### src/rtl/toggle_period_meter_pkg.sv
`default_nettype none
// ============================================================================
// Module      : toggle_period_meter_pkg
// Description : State encoding and saturating arithmetic helpers for the meter.
// Revision    : 1.0
// ============================================================================
package toggle_period_meter_pkg;

    localparam int MAX_W = 32;
    typedef logic [MAX_W-1:0] word_t;

    typedef logic [1:0] state_t;
    localparam state_t SYNC = 2'd0;
    localparam state_t HIGH = 2'd1;
    localparam state_t LOW  = 2'd2;

    // All-ones value of a w-bit field, held in a MAX_W-bit word.
    function automatic word_t sat_max(input int w);
        if (w >= MAX_W) return '1;
        return (word_t'(1) << w) - word_t'(1);
    endfunction

    function automatic word_t sat_inc(input word_t v, input int w);
        word_t m;
        m = sat_max(w);
        return (v >= m) ? m : v + word_t'(1);
    endfunction

    // Sum carries one extra bit so an overflow is seen before clamping.
    function automatic word_t sat_add(input word_t a, input word_t b, input int w);
        word_t          m;
        logic [MAX_W:0] s;
        m = sat_max(w);
        s = {1'b0, a} + {1'b0, b};
        return (s > {1'b0, m}) ? m : s[MAX_W-1:0];
    endfunction

endpackage
`default_nettype wire

### src/rtl/toggle_period_meter_if.sv
`default_nettype none
// ============================================================================
// Module      : toggle_period_meter_if
// Description : Stream input and measurement outputs of the toggle period meter.
// Revision    : 1.0
// ============================================================================
interface toggle_period_meter_if #(
    parameter int CNT_W = 8
);
    logic             en;
    logic             din;
    logic [CNT_W-1:0] high_len;
    logic [CNT_W-1:0] low_len;
    logic [CNT_W-1:0] period;
    logic             meas_valid;
    logic [CNT_W-1:0] edge_cnt;
    logic             stuck;

    modport master (
        output en, din,
        input  high_len, low_len, period, meas_valid, edge_cnt, stuck
    );

    modport slave (
        input  en, din,
        output high_len, low_len, period, meas_valid, edge_cnt, stuck
    );
endinterface
`default_nettype wire

### src/rtl/toggle_period_meter_edge_det.sv
`default_nettype none
// ============================================================================
// Module      : toggle_period_meter_edge_det
// Description : Registers a synchronous input and flags its rising/falling edges.
// Revision    : 1.0
// ============================================================================
module toggle_period_meter_edge_det (
    input  wire logic clk,
    input  wire logic rst,
    input  wire logic i_din,
    output logic      o_rise,
    output logic      o_fall
);
    logic r_din_d;

    always_ff @(posedge clk or negedge rst) begin
        if (!rst) r_din_d <= 1'b0;
        else      r_din_d <= i_din;
    end

    assign o_rise = i_din & ~r_din_d;
    assign o_fall = ~i_din & r_din_d;
endmodule
`default_nettype wire

### src/rtl/toggle_period_meter.sv
`default_nettype none
// ============================================================================
// Module      : toggle_period_meter
// Description : Measures high/low/period of a toggle stream, counts rising edges, flags stuck input.
// Revision    : 1.0
// ============================================================================
module toggle_period_meter
    import toggle_period_meter_pkg::*;
#(
    parameter int CNT_W   = 8,
    parameter int TIMEOUT = 200
) (
    input  wire logic             clk,
    input  wire logic             rst,
    toggle_period_meter_if.slave  bus
);
    localparam logic [CNT_W-1:0] c_TIMEOUT = CNT_W'(TIMEOUT);
    localparam bit               c_TO_EN   = (TIMEOUT != 0);

    logic w_rise, w_fall;

    toggle_period_meter_edge_det u_edge_det (
        .clk    (clk),
        .rst    (rst),
        .i_din  (bus.din),
        .o_rise (w_rise),
        .o_fall (w_fall)
    );

    state_t           r_state, w_state_nxt;
    logic [CNT_W-1:0] r_hi, r_lo, w_hi_nxt, w_lo_nxt;
    logic [CNT_W-1:0] r_high_len, r_low_len, r_period, r_edge_cnt;
    logic [CNT_W-1:0] w_high_len_nxt, w_low_len_nxt, w_period_nxt, w_edge_cnt_nxt;
    logic             r_meas_valid, r_stuck, w_meas_valid_nxt, w_stuck_nxt;

    logic [CNT_W-1:0] w_hi_inc, w_lo_inc, w_sum;
    logic             w_hi_to, w_lo_to;

    assign w_hi_inc = CNT_W'(sat_inc(word_t'(r_hi), CNT_W));
    assign w_lo_inc = CNT_W'(sat_inc(word_t'(r_lo), CNT_W));
    assign w_sum    = CNT_W'(sat_add(word_t'(r_hi), word_t'(r_lo), CNT_W));
    assign w_hi_to  = c_TO_EN && (r_hi == c_TIMEOUT);
    assign w_lo_to  = c_TO_EN && (r_lo == c_TIMEOUT);

    always_ff @(posedge clk or negedge rst) begin
        if (!rst) r_state <= SYNC;
        else      r_state <= w_state_nxt;
    end

    // An edge takes priority over a timeout match in the same cycle.
    always_comb begin
        w_state_nxt = r_state;
        if (!bus.en) begin
            w_state_nxt = SYNC;
        end else begin
            case (r_state)
                SYNC:    if (w_rise) w_state_nxt = HIGH;
                HIGH:    if (w_fall) w_state_nxt = LOW;
                         else if (w_hi_to) w_state_nxt = SYNC;
                LOW:     if (w_rise) w_state_nxt = HIGH;
                         else if (w_lo_to) w_state_nxt = SYNC;
                default: w_state_nxt = SYNC;
            endcase
        end
    end

    always_comb begin
        w_hi_nxt         = r_hi;
        w_lo_nxt         = r_lo;
        w_high_len_nxt   = r_high_len;
        w_low_len_nxt    = r_low_len;
        w_period_nxt     = r_period;
        w_meas_valid_nxt = 1'b0;
        w_stuck_nxt      = r_stuck;
        w_edge_cnt_nxt   = r_edge_cnt;
        if (!bus.en) begin
            w_hi_nxt = '0;
            w_lo_nxt = '0;
        end else begin
            case (r_state)
                SYNC: begin
                    if (w_rise) begin
                        w_hi_nxt = CNT_W'(1);
                        w_lo_nxt = '0;
                    end
                end
                HIGH: begin
                    if (w_fall) begin
                        w_lo_nxt = CNT_W'(1);
                    end else if (w_hi_to) begin
                        w_hi_nxt    = '0;
                        w_lo_nxt    = '0;
                        w_stuck_nxt = 1'b1;
                    end else begin
                        w_hi_nxt = w_hi_inc;
                    end
                end
                LOW: begin
                    if (w_rise) begin
                        w_high_len_nxt   = r_hi;
                        w_low_len_nxt    = r_lo;
                        w_period_nxt     = w_sum;
                        w_meas_valid_nxt = 1'b1;
                        w_hi_nxt         = CNT_W'(1);
                        w_lo_nxt         = '0;
                    end else if (w_lo_to) begin
                        w_hi_nxt    = '0;
                        w_lo_nxt    = '0;
                        w_stuck_nxt = 1'b1;
                    end else begin
                        w_lo_nxt = w_lo_inc;
                    end
                end
                default: begin
                    w_hi_nxt = '0;
                    w_lo_nxt = '0;
                end
            endcase
            if (w_rise) begin
                w_stuck_nxt    = 1'b0;
                w_edge_cnt_nxt = r_edge_cnt + CNT_W'(1);
            end
        end
    end

    always_ff @(posedge clk or negedge rst) begin
        if (!rst) begin
            r_hi         <= '0;
            r_lo         <= '0;
            r_high_len   <= '0;
            r_low_len    <= '0;
            r_period     <= '0;
            r_meas_valid <= 1'b0;
            r_stuck      <= 1'b0;
            r_edge_cnt   <= '0;
        end else begin
            r_hi         <= w_hi_nxt;
            r_lo         <= w_lo_nxt;
            r_high_len   <= w_high_len_nxt;
            r_low_len    <= w_low_len_nxt;
            r_period     <= w_period_nxt;
            r_meas_valid <= w_meas_valid_nxt;
            r_stuck      <= w_stuck_nxt;
            r_edge_cnt   <= w_edge_cnt_nxt;
        end
    end

    assign bus.high_len   = r_high_len;
    assign bus.low_len    = r_low_len;
    assign bus.period     = r_period;
    assign bus.meas_valid = r_meas_valid;
    assign bus.edge_cnt   = r_edge_cnt;
    assign bus.stuck      = r_stuck;
endmodule
`default_nettype wire

### src/flat_wrapper.sv
// flat-port wrapper written by rule: the top's interface ports become plain ports
module toggle_period_meter_flat import toggle_period_meter_pkg::*;
#(
    parameter int CNT_W   = 8,
    parameter int TIMEOUT = 200
)
  (clk, rst, bus_en, bus_din, bus_high_len, bus_low_len, bus_period, bus_meas_valid, bus_edge_cnt, bus_stuck);
  toggle_period_meter_if #(.CNT_W(CNT_W)) bus_i ();
  input  wire logic clk;
  input  wire logic rst;
  input wire logic [$bits(bus_i.en)-1:0] bus_en;
  input wire logic [$bits(bus_i.din)-1:0] bus_din;
  output wire logic [$bits(bus_i.high_len)-1:0] bus_high_len;
  output wire logic [$bits(bus_i.low_len)-1:0] bus_low_len;
  output wire logic [$bits(bus_i.period)-1:0] bus_period;
  output wire logic [$bits(bus_i.meas_valid)-1:0] bus_meas_valid;
  output wire logic [$bits(bus_i.edge_cnt)-1:0] bus_edge_cnt;
  output wire logic [$bits(bus_i.stuck)-1:0] bus_stuck;
  assign bus_i.en = bus_en;
  assign bus_i.din = bus_din;
  assign bus_high_len = bus_i.high_len;
  assign bus_low_len = bus_i.low_len;
  assign bus_period = bus_i.period;
  assign bus_meas_valid = bus_i.meas_valid;
  assign bus_edge_cnt = bus_i.edge_cnt;
  assign bus_stuck = bus_i.stuck;
  toggle_period_meter #(.CNT_W(CNT_W), .TIMEOUT(TIMEOUT)) u_core (.clk(clk), .rst(rst), .bus(bus_i));
endmodule
### config.mk
export PLATFORM = sky130hd
export DESIGN_NAME = toggle_period_meter_flat
export DESIGN_NICKNAME = d
export VERILOG_FILES = /design/src/rtl/toggle_period_meter_pkg.sv /design/src/rtl/toggle_period_meter_if.sv /design/src/rtl/toggle_period_meter_edge_det.sv /design/src/rtl/toggle_period_meter.sv /design/src/flat_wrapper.sv
export SDC_FILE = /design/constraint.sdc
export NUM_CORES = 1
export LEC_CHECK = 0
export CORE_MARGIN = 8
export CORE_UTILIZATION = 60
export CTS_CLUSTER_SIZE = 28
export DETAILED_ROUTE_END_ITERATION = 16
export PLACE_DENSITY = 0.89
export SETUP_SLACK_MARGIN = 0.3
export SYNTH_ARGS = -nofsm -noshare
export SYNTH_HDL_FRONTEND = slang
export SYNTH_SLANG_ARGS = --single-unit
### constraint.sdc
create_clock -name clk -period 4.5 [get_ports clk]
set_input_delay 0.45 -clock clk [delete_from_list [all_inputs] [get_ports clk]]
set_output_delay 0.45 -clock clk [all_outputs]
set_load 0.05 [all_outputs]
-- Word-level counts from Yosys, hierarchy flattened
Cells that the tools add are included.
- word-level logic and storage cells: 72
- output and inout bits: 34
- input bits: 4
- flip-flop bits (word level): 53
- muxes and demuxes: 32
- add/sub/neg operators: 4
- order comparisons: 3
- reductions and logical operators: 8
- bitwise operators: 4
- eq/ne operators: 11
- operator list (cell ; number):
    8-bit 2-to-1 mux ; 15
    8-bit case mux with 3 select lines ; 2
    8-bit by 1-bit adder with 8-bit output, second input constant ; 3
    8-bit equality test, second input constant ; 2
    8-bit >= comparator, second input constant ; 2
    2-bit 2-to-1 mux ; 6
    8-bit by 8-bit adder with 9-bit output ; 1
    9-bit by 8-bit > comparator with 1-bit output, second input constant ; 1
    3-bit != test, second input constant ; 3
    3-bit AND reduction ; 3
    4-bit by 3-bit != test with 1-bit output, second input constant ; 2
    1-bit 2-to-1 mux ; 7
    3-bit by 2-bit != test with 1-bit output, second input constant ; 2
    2-bit case mux with 3 select lines ; 1
    5-bit AND reduction ; 1
    2-bit AND reduction ; 2
    3-bit nonzero test ; 1
    1-bit bitwise AND ; 2
    2-bit by 1-bit equality test with 1-bit output, second input constant ; 1
    2-bit equality test, second input constant ; 1
    2-bit logical NOT ; 1
    1-bit inverter ; 2
    1-bit case mux with 2 select lines ; 1

-- Logic depth before layout (Yosys ltp)
- word-level depth: 6
- depth in mapped cells: 7
- mapped depth without buffers: 6

-- Modules after synthesis
A second synthesis with hierarchy kept.
- cells, all modules: 307
- area, all modules: 2931.6 µm²
- by module, submodules not included (module ; sequential area each (µm²) ; area each (µm²) ; times used ; cells each):
    toggle_period_meter ; 1301.2 ; 2891.5 ; 1 ; 304
    toggle_period_meter_edge_det ; 25.0 ; 40.0 ; 1 ; 3

-- Worst setup path after synthesis
OpenSTA, ideal clock, no wires.
- kind: reg-to-reg
- from: reg u_core.r_lo[0]
- to: reg u_core.r_period[2], in the netlist u_core.bus.period[2]
- setup time: 144 ps
- data required time: 4356 ps
- cell stages (with the launch flop): 7
- buffers on the path: 0
- period minus slack after synthesis: 1827 ps
- arrival time: 1683 ps
- path slack: 2673 ps
- cells stage by stage: dfrtp_1 -> ha_1 -> fa_1 -> nand3_1 -> a21oi_1 -> o22ai_1 -> a31oi_1
- word-level cells in the longest chain between the ends: 3
- ends and longest elaborated chain (item ; line ; source):
    start: declaration ; toggle_period_meter.sv:31 ; logic [CNT_W-1:0] r_hi, r_lo, w_hi_nxt, w_lo_nxt;
    start signal: assignment ; toggle_period_meter.sv:138 ; r_lo <= w_lo_nxt;
    8-bit by 8-bit adder with 9-bit output (*) ; toggle_period_meter_pkg.sv:34 ; s = {1'b0, a} + {1'b0, b};
    9-bit by 8-bit > comparator with 1-bit output ; toggle_period_meter_pkg.sv:35 ; return (s > {1'b0, m}) ? m : s[MAX_W-1:0];
    8-bit 2-to-1 mux (*) ; toggle_period_meter_pkg.sv:35 ;
    end signal: assignment ; toggle_period_meter.sv:141 ; r_period <= w_period_nxt;
    end: declaration ; toggle_period_meter.sv:32 ; logic [CNT_W-1:0] r_high_len, r_low_len, r_period, r_edge_cnt;
Mark *: on every way between the ends. The rest lies on a longest branch, timed or not.
A chain may end at the register's enable or synchronous reset.

-- Worst setup path in the final report
- from: in bus_en
- to: reg u_core.r_lo[1]
- word-level cells in the longest chain between the ends: 2
- elaborated cells between the ends (all ways): 4
- classes of those cells: eq/ne: 2; mux: 1; reduce/logical: 1
- ends and longest elaborated chain (item ; line ; source):
    start: declaration ; flat_wrapper.sv:11 ; input wire logic [$bits(bus_i.en)-1:0] bus_en;
    4-bit by 3-bit != test with 1-bit output (no line) / 3-bit != test (equally long branches) ; -- ;
    2-bit AND reduction (no line) ; -- ;
Several ways; a longest one is shown, not always the timed one.

==> results.yml <==
timing:
  tightestPinTransition_ps: 1110
  finalCritPeriodShare_pct: 57.5
  fmax_mhz: 387
  rsz0062_at_grt: "no"
  drv_slew: 0
  hold_viol_final: 0
  fin_setup_tns_ps: 0
  fin_hold_ws_ps: 253
  min_period_ps: 2590
  fin_skew_ps: 15.1
  relSlewSlack_pct: 25.5
  setup_slack_ps: 1910
  finalSetupViolCount: 0
yosys:
  synth.net_count: 351
  synth.avg_cell_area_sq_um: 9.22
  ys.flop_type: "dfrtp_1"
  synth_area_sq_um: 3030
  ys_warn_count: 0
  ys_seq_area_share_pct: 43.7
  ys_ff_latch: 53
  async_flop_share_pct: 100
  synth_edf_count: 0
  postSynthCellCount: 329
  yosysUniqueCellTypes: 56
grt:
  antenna_found_initial: 0
  grt_start_max_net_pins: 54
  grt_usage_pct: 19.6
  grt_pass1_wl_microns: 11900
  grt_pass1_vias: 2464
  grt.overflow.total: 0
pwr:
  combPwrFrac_pct: 38.5
  switchingPower_mw: 0.625
  power_mw: 1.56
  cell_internal_pwr_mw: 0.936
  clkPwrFrac_pct: 21.5
  ir_worst_vdd_uv: 528
  p_leak_nw: 1.64
  swShare_pct: 40.1
  seq_power_share_pct: 39.9
  powerDensity_nw_per_um2: 439
place:
  gp_congestion: 0.928
  io_buffers: 37
  pre_cts_ws_ps: 1640
  dp.cells: 422
  dp_hpwl_microns: 5090
drt:
  route.met3.wl_microns: 529
  wl_microns: 7150
  viasPerCell: 6.13
  vias: 2637
  wl_per_cell_microns: 16.6
  dr_wl_met2_microns: 3370
  ant_nets: 0
  highest_layer: "met4"
  initialDrtViolationCount: 321
  drt-met1-wl_microns: 3110
  remaining_drc_errors: 0
  first_pass_iters: 5
floorplan:
  fp.dieH_microns: 87.1
  core_area_sq_um: 4980
  design.portCount: 38
  die-area_sq_um: 7590
  start_util_pct: 60.9
  rows: 26
  die_x_microns: 87.1
cts:
  cts_tree: "built"
  ctsHoldBuffers: 0
  cts.repair.resized: 0
  cts_max_path_buffers: 2
  clk_latency_ps: 310
  root_buffer: "clkbuf_8"
  cts-buffers-inserted: 5
  clkSinkCount: 53
  cts_setup_buffers: 0
  htree_levels: 2
  clkTransAtPathRegs_ps: 90
worst_setup_path:
  end_kind: "flip-flop"
  ff2ff_path_depth: 6
  critPathLaunchType: "primary input"
  worstPathArrival_ps: 2750
  critPathRequiredTime_ps: 4670
  path_class: "primary input to flip-flop"
  path_max_fanout: 16
cells_and_area:
  stdcell_count: 430
  fin_nets: 381
  diodes: 0
  areaGrowthSynthToFinish_pct: 17.2
  drive_above_1_share_pct: 6.11
hold_path:
  hold_path.class: "primary input to async pin"
flow_run:
  timing.max_cap.violations: 0
outcome:
  status: "finished clean"
[layout by cell type (no fill, tap or decap), types with 6 or more instances in the layout]
cell type and instances:
nand2_1 57, dfrtp_1 53, clkdlybuf4s50_1 36, nor2_1 24, o21ai_0 17, ha_1 17, a21oi_1 13, inv_1 10
nand3_1 10, a31oi_1 10, nor2b_1 9, xnor2_1 8, a211oi_1 6, o22a_1 6, a221oi_1 6, clkbuf_8 6
[worst max-delay path: stages]
cell and delay, ps:
clkdlybuf4s50_1 770, nand2_1 100, a211oi_1 920, or2_1 380
o31ai_1 130
[final timing paths]
check / to / startpoint / slack (ps)
min: u_core.bus.period[5]$_DFFE_PN0P_ / rst / 250
min in group clk: u_core.bus.edge_cnt[7]$_DFFE_PN0P_ / u_core.bus.edge_cnt[7]$_DFFE_PN0P_ / 470
max in group asynchronous: u_core.bus.edge_cnt[4]$_DFFE_PN0P_ / rst / 3790
min reg2reg: u_core.bus.edge_cnt[7]$_DFFE_PN0P_ / u_core.bus.edge_cnt[7]$_DFFE_PN0P_ / 470
max reg2reg: u_core.r_lo[1]$_DFFE_PN0P_ / u_core.r_hi[1]$_DFFE_PN0P_ / 1960
max: u_core.r_lo[1]$_DFFE_PN0P_ / bus_en / 1910
[Yosys cell counts (6+ instances only)]
cell type | n | area, sq um
nand2_1 | 57 | 214
dfrtp_1 | 53 | 1330
nor2_1 | 24 | 90.1
ha_1 | 17 | 213
o21ai_0 | 17 | 85.1
a21oi_1 | 13 | 65.1
a31oi_1 | 10 | 62.6
clkbuf_1 | 10 | 37.5
inv_1 | 10 | 37.5
nand3_1 | 10 | 50.1
nor2b_1 | 9 | 56.3
xnor2_1 | 8 | 70.1
a211oi_1 | 6 | 45.0
a221oi_1 | 6 | 52.6
buf_2 | 6 | 30.0
o22a_1 | 6 | 52.6
[state kept, by name, indices dropped and copies added, names as in the netlist]
| signal | flops |
|---|---|
| u_core.r_hi | 8 |
| u_core.bus.edge_cnt | 8 |
| u_core.r_state | 2 |
| u_core.bus.high_len | 8 |
| u_core.r_lo | 8 |
| u_core.bus.meas_valid | 1 |
| u_core.bus.period | 8 |
| u_core.bus.stuck | 1 |
| u_core.bus.low_len | 8 |
| u_core.u_edge_det.r_din_d | 1 |
[per-stage QoR]
stage	utilization (%)	instance area, sq um
floorplan	-	3030
global placement	69.0	3430
CTS	71.4	3550
detailed placement	69.0	3430
finish	71.4	3550
global route	71.4	3550
[routing by layer]
metal	up-vias	global-route usage, %
met5	-	0
met1	1257	25.1
met3	14	3.77
met2	123	32.5
met4	0	6.25
li1	1243	-
[cell families after synthesis]
family | share of synthesized area [%]
simple gates | 22.6
compound gates | 18.2
flops | 43.7
buf+inv | 3.59
fa+ha+maj | 7.67
xor+xnor | 2.89
mux | 1.40
[power groups by stage]
| stage | Combinational [mW] | Clock (mW) | Sequential, mW |
|---|---|---|---|
| final | 0.601 | 0.336 | 0.623 |
| after global placement | 0.586 | 0 | 0.624 |
| after CTS | 0.604 | 0.342 | 0.623 |
| after detailed placement | 0.600 | 0 | 0.631 |
| after global routing | 0.645 | 0.359 | 0.636 |
| after floorplan | 0.200 | 0 | 0.834 |
[area by class of cell]
class / count / area, sq um
well taps: 70 / 87.6
clock buffers: 6 / 82.6
inverters: 11 / 41.3
clock inverters: 2 / 37.5
flip-flops and latches: 53 / 1330
multi-input cells: 249 / 1600
fillers: 382 / 1420
repair buffers: 39 / 380
No activity file was read; power rests on OpenSTA's default activity.
